**src/rtl/mem_wb_pipe.sv**
```systemverilog
// mem_wb_pipe: EX/MEM and MEM/WB pipeline registers plus data-memory access FSM
// Ports:
//   clk, rst_n                  clock (rising edge), asynchronous active-low reset
//   ex_*                        instruction leaving the execute stage
//   flush_ex                    squash the instruction entering EX/MEM
//   dmem_req/we/addr/wdata      data-memory request, held stable until dmem_ack
//   dmem_ack, dmem_rdata        completion and same-cycle load data
//   EX_MEM_*                    EX/MEM stage contents for forwarding
//   MEM_WB_rd/RegWrite, wb_data writeback destination, enable and value
//   mem_stall                   freeze IF/ID/EX while a memory op awaits dmem_ack
//   stall_cnt                   saturating count of stall cycles
module mem_wb_pipe #(
  parameter int DATA_W = 32,
  parameter int ADDR_W = 32,
  parameter int CNT_W  = 16
) (
  input  logic              clk,
  input  logic              rst_n,
  input  logic              ex_valid,
  input  logic              flush_ex,
  input  logic [4:0]        ex_rd,
  input  logic              ex_reg_write,
  input  logic [1:0]        ex_write_src,
  input  logic              ex_mem_read,
  input  logic              ex_mem_write,
  input  logic [DATA_W-1:0] ex_alu_out,
  input  logic [DATA_W-1:0] ex_store_data,
  input  logic [DATA_W-1:0] ex_imm_op,
  input  logic [DATA_W-1:0] ex_pc_plus4,
  output logic              dmem_req,
  output logic              dmem_we,
  output logic [ADDR_W-1:0] dmem_addr,
  output logic [DATA_W-1:0] dmem_wdata,
  input  logic              dmem_ack,
  input  logic [DATA_W-1:0] dmem_rdata,
  output logic [4:0]        EX_MEM_rd,
  output logic              EX_MEM_RegWrite,
  output logic [1:0]        EX_MEM_WriteSrc,
  output logic [DATA_W-1:0] EX_MEM_AluOut,
  output logic [DATA_W-1:0] EX_MEM_ImmOp,
  output logic [4:0]        MEM_WB_rd,
  output logic              MEM_WB_RegWrite,
  output logic [DATA_W-1:0] wb_data,
  output logic              mem_stall,
  output logic [CNT_W-1:0]  stall_cnt
);
  typedef enum logic {M_IDLE, M_WAIT} state_t;
  state_t state_q, state_d;
  logic em_valid_q, em_rw_q, em_mr_q, em_mw_q;
  logic [4:0] em_rd_q;
  logic [1:0] em_src_q;
  logic [DATA_W-1:0] em_alu_q, em_sd_q, em_imm_q, em_pc4_q;
  logic wb_rw_q;
  logic [4:0] wb_rd_q;
  logic [1:0] wb_src_q;
  logic [DATA_W-1:0] wb_alu_q, wb_ld_q, wb_imm_q, wb_pc4_q;
  logic [CNT_W-1:0] cnt_q;
  logic mem_op, em_valid_d, em_rw_d;
  assign mem_op     = em_valid_q & (em_mr_q | em_mw_q);
  assign mem_stall  = mem_op & ~dmem_ack;
  assign em_valid_d = ex_valid & ~flush_ex;
  // RegWrite is pre-gated: invalid, store (incl. read+write) and rd==0 never write
  assign em_rw_d    = em_valid_d & ex_reg_write & ~ex_mem_write & (ex_rd != 5'd0);
  always_comb begin
    state_d  = state_q;
    dmem_req = mem_op | (state_q == M_WAIT);
    if (state_q == M_IDLE) state_d = (mem_op & ~dmem_ack) ? M_WAIT : M_IDLE;
    else state_d = dmem_ack ? M_IDLE : M_WAIT;
  end
  always_ff @(posedge clk or negedge rst_n)
    if (!rst_n) state_q <= M_IDLE;
    else state_q <= state_d;
  // EX/MEM holds while stalled, so the request fields stay stable through M_WAIT
  always_ff @(posedge clk or negedge rst_n)
    if (!rst_n) begin
      em_valid_q <= 1'b0;
      em_rw_q    <= 1'b0;
      em_mr_q    <= 1'b0;
      em_mw_q    <= 1'b0;
      em_rd_q    <= '0;
      em_src_q   <= '0;
      em_alu_q   <= '0;
      em_sd_q    <= '0;
      em_imm_q   <= '0;
      em_pc4_q   <= '0;
    end else if (!mem_stall) begin
      em_valid_q <= em_valid_d;
      em_rw_q    <= em_rw_d;
      em_mr_q    <= ex_mem_read;
      em_mw_q    <= ex_mem_write;
      em_rd_q    <= ex_rd;
      em_src_q   <= ex_write_src;
      em_alu_q   <= ex_alu_out;
      em_sd_q    <= ex_store_data;
      em_imm_q   <= ex_imm_op;
      em_pc4_q   <= ex_pc_plus4;
    end
  // A stall cycle pushes a bubble into MEM/WB by clearing RegWrite only
  always_ff @(posedge clk or negedge rst_n)
    if (!rst_n) begin
      wb_rw_q  <= 1'b0;
      wb_rd_q  <= '0;
      wb_src_q <= '0;
      wb_alu_q <= '0;
      wb_ld_q  <= '0;
      wb_imm_q <= '0;
      wb_pc4_q <= '0;
      cnt_q    <= '0;
    end else begin
      wb_rw_q <= em_rw_q & ~mem_stall;
      if (!mem_stall) begin
        wb_rd_q  <= em_rd_q;
        wb_src_q <= em_src_q;
        wb_alu_q <= em_alu_q;
        wb_imm_q <= em_imm_q;
        wb_pc4_q <= em_pc4_q;
      end
      if (dmem_ack) wb_ld_q <= dmem_rdata;
      cnt_q <= cnt_q + {{(CNT_W-1){1'b0}}, mem_stall & ~&cnt_q};
    end
  assign dmem_we         = mem_op & em_mw_q;
  assign dmem_addr       = em_alu_q[ADDR_W-1:0];
  assign dmem_wdata      = em_sd_q;
  assign EX_MEM_rd       = em_rd_q;
  assign EX_MEM_RegWrite = em_rw_q;
  assign EX_MEM_WriteSrc = em_src_q;
  assign EX_MEM_AluOut   = em_alu_q;
  assign EX_MEM_ImmOp    = em_imm_q;
  assign MEM_WB_rd       = wb_rd_q;
  assign MEM_WB_RegWrite = wb_rw_q;
  assign wb_data         = wb_src_q[1] ? (wb_src_q[0] ? wb_imm_q : wb_pc4_q)
                                       : (wb_src_q[0] ? wb_ld_q : wb_alu_q);
  assign stall_cnt       = cnt_q;
endmodule

```
**config.mk**
```make
export PLATFORM = sky130hd
export DESIGN_NAME = mem_wb_pipe
export DESIGN_NICKNAME = d
export VERILOG_FILES = /design/src/rtl/mem_wb_pipe.sv
export SDC_FILE = /design/constraint.sdc
export NUM_CORES = 1
export LEC_CHECK = 0
export ABC_AREA = 1
export BUFFER_PORTS_ARGS = -buffer_cell sky130_fd_sc_hd__buf_2
export CORE_ASPECT_RATIO = 1.4
export CORE_MARGIN = 4
export CORE_UTILIZATION = 45
export CTS_CLUSTER_DIAMETER = 150
export DETAILED_ROUTE_END_ITERATION = 8
export HOLD_SLACK_MARGIN = 0.05
export PLACE_DENSITY = 0.74
export SYNTH_ARGS = -nofsm -noshare
export SYNTH_HDL_FRONTEND = slang
export SYNTH_SLANG_ARGS = --single-unit
```
**constraint.sdc**
```tcl
create_clock -name clk -period 3.09 [get_ports clk]
set_clock_uncertainty 0.15 [all_clocks]
set_input_delay 0.7725 -clock clk [delete_from_list [all_inputs] [get_ports clk]]
set_output_delay 0.7725 -clock clk [all_outputs]
set_load 0.1 [all_outputs]
```
==> metrics.txt <==
status=finished, final reports clean; Slowest-stage cell, CP=dfrtp_2; Slew @ Worst Pin=859 ps; Starting Density=45.8%; Largest stage delay, worst path=390 ps; setup_tns=0 ps; Setup violations, final=0; PortBufs=367; crit path capture type=output port; GRT Util Overall=22.6%; H-tree levels=1; FF+latch area=7310 um^2; Fill cells=2321; net count after synthesis=1581; most frequent cells in the layout=nand2_1 (702), buf_2 (333), dfrtp_1 (291); Critical Path RT=2170 ps; max_cap viols=0; crit path kind=flop to output port; WL final=34.4 mm; clock slew at reported path FFs=70 ps; sequential area share after synthesis=59.3%; final max-slew violation count=0; Max Buffers Root-to-Sink=3; vias after detailed routing=10400; f_max=344 MHz; CTS tree=done; Worst setup SP type=flop; Layout area overhead=29.0%; footprint of the multi-input gates=4400 um^2; initial antenna violation count=3; total gr overflow=0; Clock Latency Late Sink=540 ps; die area=30100 um^2; Inserted Diodes=0; relative slew slack=42.8%; WL/cell=16.4 um; Ports=368; top_reg_cell synth=dfrtp_1; Worst Hold Class=input pin to async pin; Yosys warning count=0; Pwr Total=0.0126 W; pwr dens=792 nW/um^2; Yosys cell types=22; EDFF count, synth=0; ANT nets after route=0; Post-layout nets=1892; min cycle time layout=2910 ps; Core Area=26900 um^2; Clock power frac=30.0%; Int Power=0.00749 W; Syn Inst Count=1403; vias in the first global route=10700; fin crit share=94.1%; largest net degree at the start of global routing=206; CP arrival=1990 ps; chip height=204 um; Flop pwr share=36.0%; delay-heaviest family, CP=buffers and inverters; RSZ-0062 raised after global routing=false; DRT iter0 DRCs=509; leakage=8.47 nW; layout cells sized above 1=29.3%; ys async rst share=100%; root buf cell=clkbuf_16; pre-CTS setup slack=624 ps; CTS buffer count=29; first-pass GRT wire length=55.3 mm; Net Sw Frac=40.6%; vias per inst=4.95; Psw=0.00512 W; final worst slack=182 ps; crit-path max FO=32; DRC=0; IR drop worst, VDD=0.000653 V; cts hold-fix bufs=0; CTS resizes=0; DIE WIDTH=148 um; crit-path cells=buf_4 -> o21ai_0 -> o22ai_2 -> buf_12; Combinational Power Share=34.0%; Seq cells post-synth=292; commonest non-fill, non-tap cell in the layout=nand2_1; Cell Rows=71; first-pass detailed-route iteration total=5; clock sink count=292; Post-CTS Setup Repair Bufs=0; Crit path buffers/inverters=2; RePlAce Congestion=0.837; HPWL after DPL=23.5 mm; Syn Area/Cell=8.79 um^2; Netlist Area Pre-Place=12300 um^2; Final Hold Fails=0
==> layer usage <==
metal / track usage [%] / part of all wire (%) / vias to the layer above
met3: 4.15 / 6.6 / 62
met4: 7.59 / 2.9 / 2
met2: 39.8 / 51 / 369
met1: 28.2 / 39 / 4994
met5: 0 / 0.058 / -
li1: - / - / 4969
==> logic make-up (layout without fill, tap and decap cells) <==
family,count (synthesis),in the layout,synth area share [%]
xor+xnor,8,8,0.568
mux,32,32,2.92
fa+ha+maj,3,3,0.304
simple gates,799,799,24.6
compound gates,130,130,5.60
buf+inv,139,472,6.71
flops,292,292,59.3
==> state kept, by name, indices dropped and copies added, names as in the netlist, 2 cells and up <==
name / count
EX_MEM_WriteSrc: 2
em_pc4_q: 32
EX_MEM_rd: 5
wb_src_q: 2
dmem_wdata: 32
wb_ld_q: 32
MEM_WB_rd: 5
wb_imm_q: 32
wb_pc4_q: 32
wb_alu_q: 32
EX_MEM_AluOut: 32
EX_MEM_ImmOp: 32
stall_cnt: 16
==> area by class of cell <==
class	count	area share [%]
clock buffers	34	4.93
clock inverters	19	1.57
inverters	30	0.739
multi-input cells	972	27.6
flip-flops and latches	292	45.9
well taps	365	2.87
repair buffers	389	16.3
==> worst paths after layout <==
check	startpoint	endpoint	slack [ps]	depth (start not counted)
worst max-delay path	wb_src_q[0]	wb_data[31]	180	4
worst min-delay path	rst_n	wb_imm_q[7]	80	1
worst max register to register	stall_cnt[9]	stall_cnt[8]	820	11
worst min register to register	dmem_wdata[27]	dmem_wdata[27]	310	2
max in group asynchronous	rst_n	em_pc4_q[22]	1920	2
min in group clk	ex_alu_out[3]	EX_MEM_AluOut[3]	280	3
==> power groups by stage <==
| stage | clock, W | combinational [W] | sequential [W] |
|---|---|---|---|
| finish | 0.00378 | 0.00429 | 0.00453 |
| global route | 0.00404 | 0.00449 | 0.00458 |
| CTS | 0.00386 | 0.00432 | 0.00453 |
| detailed placement | 0 | 0.00431 | 0.00459 |
| global placement | 0 | 0.00427 | 0.00458 |
| floorplan | 0 | 0.00199 | 0.00574 |
==> per-stage QoR <==
stage,area (um^2),util [%],instances,hold WS (ps)
floorplan,12500,-,1403,287
global route,15900,59.1,2101,117
finish,15900,59.1,2101,80.4
detailed placement,14900,55.3,2048,303
CTS,15900,59.1,2101,95.3
global placement,14900,55.3,2048,298
==> synthesized netlist by cell type, types with 7 or more instances <==
| cell | instances | share of area, % |
|---|---|---|
| nand2_1 | 702 | 21 |
| dfrtp_1 | 292 | 59 |
| o21ai_0 | 87 | 3.5 |
| nor2_1 | 84 | 2.6 |
| buf_4 | 45 | 2.7 |
| buf_2 | 37 | 1.5 |
| mux2_2 | 32 | 2.9 |
| o22ai_1 | 32 | 1.6 |
| inv_1 | 28 | 0.85 |
| clkbuf_1 | 15 | 0.46 |
| buf_6 | 12 | 1.1 |
| o21ai_1 | 10 | 0.41 |
| nand3_1 | 7 | 0.28 |
Note: power is estimated with default switching activity, not from simulation.
